`src/rtl/i2c_pkg.sv`:
```
// Shared I2C definitions: FSM states, ACK/NACK levels, address type.
package i2c_pkg;

    localparam int unsigned BYTE_W    = 8;
    localparam int unsigned BIT_CNT_W = 4;

    typedef enum logic [3:0] {
        ST_IDLE,
        ST_ADDR,
        ST_ADDR_ACK,
        ST_PTR,
        ST_PTR_ACK,
        ST_WR,
        ST_WR_ACK,
        ST_RD,
        ST_RD_ACK
    } i2c_state_t;

    localparam logic I2C_ACK  = 1'b0;
    localparam logic I2C_NACK = 1'b1;

    typedef logic [6:0] i2c_addr_t;

endpackage

```
`src/rtl/i2c_sync_edge.sv`:
```
// Multi-stage synchronizer for one pad input with registered level and edge pulses.
module i2c_sync_edge #(
    parameter int unsigned SYNC_STAGES = 2
) (
    input  logic clk,
    input  logic reset,
    input  logic din,
    output logic level,
    output logic rise,
    output logic fall
);

    logic [SYNC_STAGES-1:0] sync_q;

    // Shift the pad level through the synchronizer and derive edge pulses aligned to level.
    always_ff @(posedge clk or posedge reset) begin
        if (reset) begin
            sync_q <= '1;
            level  <= 1'b1;
            rise   <= 1'b0;
            fall   <= 1'b0;
        end else begin
            sync_q <= (sync_q << 1) | SYNC_STAGES'(din);
            level  <= sync_q[SYNC_STAGES-1];
            rise   <= sync_q[SYNC_STAGES-1] & ~level;
            fall   <= ~sync_q[SYNC_STAGES-1] & level;
        end
    end

endmodule

```
`src/rtl/i2c_reg_slave.sv`:
```
// I2C target exposing a small byte-wide register file with an auto-incrementing pointer.
module i2c_reg_slave
    import i2c_pkg::*;
#(
    parameter i2c_addr_t   DEV_ADDR    = 7'h50,
    parameter int unsigned NUM_REGS    = 16,
    parameter int unsigned SYNC_STAGES = 2,
    localparam int unsigned PTR_W      = (NUM_REGS > 1) ? $clog2(NUM_REGS) : 1
) (
    input  logic              clk,
    input  logic              reset,
    input  logic              scl_i,
    input  logic              sda_i,
    output logic              sda_oe,
    output logic              wr_strobe,
    output logic [PTR_W-1:0]  wr_index,
    output logic [BYTE_W-1:0] wr_data,
    output logic              busy
);

    logic scl_lvl, scl_rise, scl_fall;
    logic sda_lvl, sda_rise, sda_fall;

    i2c_sync_edge #(.SYNC_STAGES(SYNC_STAGES)) u_scl_sync (
        .clk(clk), .reset(reset), .din(scl_i),
        .level(scl_lvl), .rise(scl_rise), .fall(scl_fall)
    );

    i2c_sync_edge #(.SYNC_STAGES(SYNC_STAGES)) u_sda_sync (
        .clk(clk), .reset(reset), .din(sda_i),
        .level(sda_lvl), .rise(sda_rise), .fall(sda_fall)
    );

    i2c_state_t           state_q, state_n;
    logic [BIT_CNT_W-1:0] bit_cnt_q, bit_cnt_n;
    logic [BYTE_W-1:0]    shreg_q, shreg_n;
    logic                 rw_q, rw_n;
    logic [PTR_W-1:0]     ptr_q, ptr_n, ptr_inc;
    logic                 sda_oe_n, wr_strobe_n, busy_n, reg_we;
    logic [PTR_W-1:0]     wr_index_n;
    logic [BYTE_W-1:0]    wr_data_n, rx_byte;
    logic [BYTE_W-1:0]    regs [NUM_REGS];
    logic                 start_det, stop_det;

    function automatic logic [PTR_W-1:0] next_ptr(input logic [PTR_W-1:0] p);
        return (p == PTR_W'(NUM_REGS - 1)) ? '0 : p + PTR_W'(1);
    endfunction

    assign start_det = sda_fall & scl_lvl;
    assign stop_det  = sda_rise & scl_lvl;
    assign rx_byte   = {shreg_q[BYTE_W-2:0], sda_lvl};
    assign ptr_inc   = next_ptr(ptr_q);

    // Bus-condition and bit-level sequencing; START/STOP override everything else.
    always_comb begin
        state_n     = state_q;
        bit_cnt_n   = bit_cnt_q;
        shreg_n     = shreg_q;
        rw_n        = rw_q;
        ptr_n       = ptr_q;
        sda_oe_n    = sda_oe;
        wr_strobe_n = 1'b0;
        wr_index_n  = wr_index;
        wr_data_n   = wr_data;
        busy_n      = busy;
        reg_we      = 1'b0;
        if (start_det) begin
            state_n   = ST_ADDR;
            bit_cnt_n = '0;
            sda_oe_n  = 1'b0;
        end else if (stop_det) begin
            state_n   = ST_IDLE;
            bit_cnt_n = '0;
            sda_oe_n  = 1'b0;
            busy_n    = 1'b0;
        end else begin
            case (state_q)
                ST_ADDR, ST_PTR, ST_WR: begin
                    if (scl_rise) begin
                        shreg_n   = rx_byte;
                        bit_cnt_n = BIT_CNT_W'(bit_cnt_q + BIT_CNT_W'(1));
                        if (bit_cnt_q == BIT_CNT_W'(7)) begin
                            bit_cnt_n = '0;
                            case (state_q)
                                ST_ADDR: begin
                                    rw_n = sda_lvl;
                                    if (rx_byte[7:1] == DEV_ADDR) begin
                                        state_n = ST_ADDR_ACK;
                                        busy_n  = 1'b1;
                                    end else begin
                                        state_n = ST_IDLE;
                                        busy_n  = 1'b0;
                                    end
                                end
                                ST_PTR: begin
                                    ptr_n   = rx_byte[PTR_W-1:0];
                                    state_n = ST_PTR_ACK;
                                end
                                default: begin
                                    reg_we      = 1'b1;
                                    wr_strobe_n = 1'b1;
                                    wr_index_n  = ptr_q;
                                    wr_data_n   = rx_byte;
                                    ptr_n       = ptr_inc;
                                    state_n     = ST_WR_ACK;
                                end
                            endcase
                        end
                    end
                end
                ST_ADDR_ACK, ST_PTR_ACK, ST_WR_ACK: begin
                    // First SCL fall starts the ACK, the second one ends it.
                    if (scl_fall) begin
                        if (!sda_oe) begin
                            sda_oe_n = 1'b1;
                        end else begin
                            sda_oe_n = 1'b0;
                            if (state_q == ST_ADDR_ACK && rw_q) begin
                                shreg_n  = regs[ptr_q] << 1;
                                sda_oe_n = ~regs[ptr_q][7];
                                state_n  = ST_RD;
                            end else if (state_q == ST_ADDR_ACK) begin
                                state_n = ST_PTR;
                            end else begin
                                state_n = ST_WR;
                            end
                        end
                    end
                end
                ST_RD: begin
                    if (scl_rise) begin
                        bit_cnt_n = BIT_CNT_W'(bit_cnt_q + BIT_CNT_W'(1));
                    end else if (scl_fall) begin
                        if (bit_cnt_q == BIT_CNT_W'(8)) begin
                            sda_oe_n = 1'b0;
                            state_n  = ST_RD_ACK;
                        end else begin
                            sda_oe_n = ~shreg_q[7];
                            shreg_n  = shreg_q << 1;
                        end
                    end
                end
                ST_RD_ACK: begin
                    // bit_cnt 9 marks a received master ACK awaiting the next SCL fall.
                    if (scl_rise) begin
                        if (sda_lvl == I2C_ACK) begin
                            bit_cnt_n = BIT_CNT_W'(9);
                        end else begin
                            bit_cnt_n = '0;
                            state_n   = ST_IDLE;
                            busy_n    = 1'b0;
                        end
                    end else if (scl_fall && bit_cnt_q == BIT_CNT_W'(9)) begin
                        ptr_n     = ptr_inc;
                        shreg_n   = regs[ptr_inc] << 1;
                        sda_oe_n  = ~regs[ptr_inc][7];
                        bit_cnt_n = '0;
                        state_n   = ST_RD;
                    end
                end
                default: ;
            endcase
        end
    end

    // State, datapath and output registers.
    always_ff @(posedge clk or posedge reset) begin
        if (reset) begin
            state_q   <= ST_IDLE;
            bit_cnt_q <= '0;
            shreg_q   <= '0;
            rw_q      <= 1'b0;
            ptr_q     <= '0;
            sda_oe    <= 1'b0;
            wr_strobe <= 1'b0;
            wr_index  <= '0;
            wr_data   <= '0;
            busy      <= 1'b0;
        end else begin
            state_q   <= state_n;
            bit_cnt_q <= bit_cnt_n;
            shreg_q   <= shreg_n;
            rw_q      <= rw_n;
            ptr_q     <= ptr_n;
            sda_oe    <= sda_oe_n;
            wr_strobe <= wr_strobe_n;
            wr_index  <= wr_index_n;
            wr_data   <= wr_data_n;
            busy      <= busy_n;
        end
    end

    // Register file storage.
    always_ff @(posedge clk or posedge reset) begin
        if (reset) begin
            for (int unsigned i = 0; i < NUM_REGS; i++) begin
                regs[i] <= '0;
            end
        end else if (reg_we) begin
            regs[ptr_q] <= rx_byte;
        end
    end

endmodule
```
`config.mk`:
```
export PLATFORM = sky130hd
export DESIGN_NAME = i2c_reg_slave
export DESIGN_NICKNAME = d
export VERILOG_FILES = /design/src/rtl/i2c_pkg.sv /design/src/rtl/i2c_sync_edge.sv /design/src/rtl/i2c_reg_slave.sv
export SDC_FILE = /design/constraint.sdc
export NUM_CORES = 1
export LEC_CHECK = 0
export ABC_AREA = 1
export BUFFER_PORTS_ARGS = -buffer_cell sky130_fd_sc_hd__buf_2
export CAP_MARGIN = 20
export CORE_ASPECT_RATIO = 2
export CORE_MARGIN = 4
export CORE_UTILIZATION = 60
export CTS_CLUSTER_SIZE = 25
export DETAILED_ROUTE_END_ITERATION = 16
export MAX_ROUTING_LAYER = met4
export PLACE_DENSITY_LB_ADDON = 0.3
export SYNTH_ARGS = -nofsm -noshare
export SYNTH_HDL_FRONTEND = slang
export SYNTH_HIERARCHICAL = 1
export SYNTH_SLANG_ARGS = --single-unit
```
`constraint.sdc`:
```
create_clock -name clk -period 15 [get_ports clk]
set_clock_uncertainty 0.1 [all_clocks]
set_input_delay 1.5 -clock clk [delete_from_list [all_inputs] [get_ports clk]]
set_output_delay 1.5 -clock clk [all_outputs]
set_load 0.01 [all_outputs]
```
==> metrics.md <==
| Metric | Value |
|---|---|
| Via count | 9557 |
| Average size of a mapped cell | 7.33 um^2 |
| Register area share after synthesis | 43.6% |
| Setup TNS | 0 ns |
| DP HPWL | 22100 um |
| TritonCTS clock tree | built |
| Max-slew violations | 0 |
| Primary FF master, synth | dfrtp_1 |
| IO Count | 19 |
| Class of the worst hold path | flip-flop to flip-flop |
| Synthesized flop and latch total | 174 |
| Yosys warnings | 6 |
| Die ar. | 0.0189 mm^2 |
| Worst-path clk slew | 0.08 ns |
| Initial antenna violation count | 0 |
| Iteration-0 DRC Markers | 1096 |
| Vias in the first global route | 9216 |
| TritonCTS Buffers | 17 |
| Post-synth cell types | 36 |
| I/O Buffers | 18 |
| Clock root buffer | clkbuf_16 |
| Peak supply drop | 0.103 mV |
| GPL Wtd Cong | 1.02 |
| WL per Instance | 20.9 um |
| DRC Markers | 0 |
| GR Util met2 | 59.9% |
| CTS resizes | 0 |
| Share of cells above drive strength 1 | 9.74% |
| Final hold violations | 0 |
| CP Buf/Inv Count | 4 |
| Cell Rows | 66 |
| Slew headroom | 32.8% |
| Worst Setup Path Type | flip-flop to flip-flop |
| Detailed Route WL | 32400 um |
| Setup crit start kind | flip-flop |
| Tightest Pin Transition | 1.01 ns |
| Hold_ws | 0.259 ns |
| Worst path slowest cell | buf_4 |
| Clock buffer depth | 2 |
| Height of the die | 191 um |
| Crit-path most repeated cell | nand3_1 |
| Gr ovfl total | 0 |
| Fill count | 1474 |
| Hold Buf Count CTS | 0 |
| First-pass GRT wire length | 51500 um |
| Status | finished clean |
| WP data required | 15.22 ns |
| Placeable Area | 0.0164 mm^2 |
| Largest net degree at the start of global routing | 104 |
| Leakage | 0.00519 uW |
| Crit. End Element | flip-flop |
| RSZ-0062 raised after global routing | false |
| Commonest non-fill, non-tap cell in the layout | nand2_1 |
| Max-Cap Viols | 0 |
| H-tree levels | 4 |
| Post-DR vias/cell | 6.17 |
| Post-route minimum period | 4.09 ns |
| Pwr Density | 186 mW/mm^2 |
| Area growth syn-to-layout | 6.27% |
| GRT Resource Usage Total | 36.7% |
| Number of nets in the layout | 1343 |
| Busiest layer in global routing | met2 |
| Synth Instances | 1363 |
| Critical-path maximum fanout | 79 |
| CP arrival | 4.31 ns |
| # setup viols final | 0 |
| Net Count, Synth | 1374 |
| Asr flop ratio synth | 100% |
| Slowest cell delay on critical path | 0.61 ns |
| Worst path cell trace | buf_4 -> ha_1 -> nand3_1 -> buf_4 -> nand2_2 -> buf_4 -> inv_1 -> nand2_1 -> nand3_1 -> nand3_1 -> nand3_1 -> nand3_1 -> a21oi_1 |
| DIE WIDTH | 99.3 um |
| Seq. cell area | 0.00436 mm^2 |
| Antenna viol nets, final | 0 |
| Max Fclk | 245 MHz |
| Fin crit share | 27.2% |
| N_diodes | 0 |
| Initial Util | 61.1% |
| Clock Sinks | 174 |
| Multi-input gate area | 0.00487 mm^2 |
| Number of flops mapped to enable cells by yosys | 0 |
| Commonest cells after routing, fill and taps aside | 414 x nand2_1, 182 x nand3_1, 167 x dfrtp_1 |
| GRT met3 Usage | 4.72% |
| # Post-CTS Setup Buffers | 0 |
| Later-pin clock latency in the skew report | 0.44 ns |
| Crit-path leading delay family | buffers and inverters |
| GR Util met1 | 41.6% |
| Synth Cell Area | 0.00999 mm^2 |
| Drt first pass iters | 6 |
==> registers in the layout, indices dropped and copies added, names as in the netlist <==
name,flops
regs,128
shreg_q,8
wr_data,8
bit_cnt_q,4
ptr_q,4
state_q,4
wr_index,4
u_scl_sync/sync_q,2
u_sda_sync/sync_q,2
busy,1
rw_q,1
sda_oe,1
u_scl_sync/fall,1
u_scl_sync/level,1
u_scl_sync/rise,1
u_sda_sync/fall,1
u_sda_sync/level,1
u_sda_sync/rise,1
wr_strobe,1
==> metal layers <==
layer	wire length (um)	part of all wire (%)	vias to the layer above
met5	0	0	-
met4	2510	7.7	0
met3	2050	6.3	169
met2	16500	51	509
met1	11400	35	4474
li1	-	-	4405
==> stage by stage <==
step / cells / utilization (%) / instance area, um^2 / setup slack (ns) / power [uW]
final: 1549 / 65.0 / 10600 / 10.91 / 1970
after global routing: 1549 / 65.0 / 10600 / 10.63 / 2080
after CTS: 1549 / 65.0 / 10600 / 10.97 / 1950
after detailed placement: 1517 / 61.2 / 10000 / 11.02 / 1490
after global placement: 1516 / 61.1 / 9980 / 11.09 / 1460
after floorplan: 1363 / - / 9990 / 8.97 / 1210
==> path summary, 6_finish.rpt <==
kind | to | depth (start not counted) | slack (ns) | start
setup / recovery | shreg_q[7] | 13 | 10.91 | ptr_q[0]
hold / removal | u_scl_sync/sync_q[1] | 0 | 0.26 | u_scl_sync/sync_q[0]
setup reg to reg | shreg_q[7] | 13 | 10.91 | ptr_q[0]
hold reg to reg | u_scl_sync/sync_q[1] | 0 | 0.26 | u_scl_sync/sync_q[0]
max in group asynchronous | regs[100] | 3 | 12.32 | reset
min in group asynchronous | u_sda_sync/rise | 2 | 0.89 | reset
==> worst reg2reg max path, cell delays in order, from the launching register on <==
cell and delay (ns):
dfrtp_2 0.37, buf_4 0.61, ha_1 0.34, nand3_1 0.09
buf_4 0.28, nand2_2 0.49, buf_4 0.51, inv_1 0.48
nand2_1 0.17, nand3_1 0.08, nand3_1 0.12, nand3_1 0.14
nand3_1 0.11, a21oi_1 0.08
==> logic make-up after synthesis <==
group	after synthesis	synth area share, %
AO/OA/AOI/OAI	258	14.1
XOR/XNOR	1	0.0876
adder cells (fa/ha/maj)	7	0.876
buffers and inverters	161	7.61
flip-flops	174	43.6
AND/OR/NAND/NOR	762	33.7
==> area by class of cell <==
cell class | count | share of cell area, %
inverter | 79 | 2.85
multi-input combinational | 1028 | 45.9
clock buffer | 18 | 4.13
tap | 204 | 2.40
sequential | 174 | 41.1
timing repair buffer | 32 | 2.03
clock inverter | 14 | 1.61
==> power breakdown <==
| part | internal, uW | switching, uW |
|---|---|---|
| Clock | 257 | 209 |
| Combinational | 254 | 699 |
| Sequential | 506 | 45.7 |
==> cells in the mapped netlist (7+ instances only) <==
cell / n / area [um^2]
o21ai_2: 17 / 149
nand3_1: 182 / 911
o21ai_1: 112 / 561
inv_1: 69 / 259
buf_2: 25 / 125
inv_2: 8 / 30.0
buf_6: 16 / 180
clkbuf_1: 33 / 124
a21oi_1: 20 / 100
o21ai_0: 88 / 440
ha_1: 7 / 87.6
o211ai_1: 15 / 113
nand2_1: 415 / 1560
buf_1: 7 / 26.3
dfrtp_1: 168 / 4200
nor2_1: 122 / 458
nand2_4: 17 / 191
No activity file was read; power rests on OpenSTA's default activity.
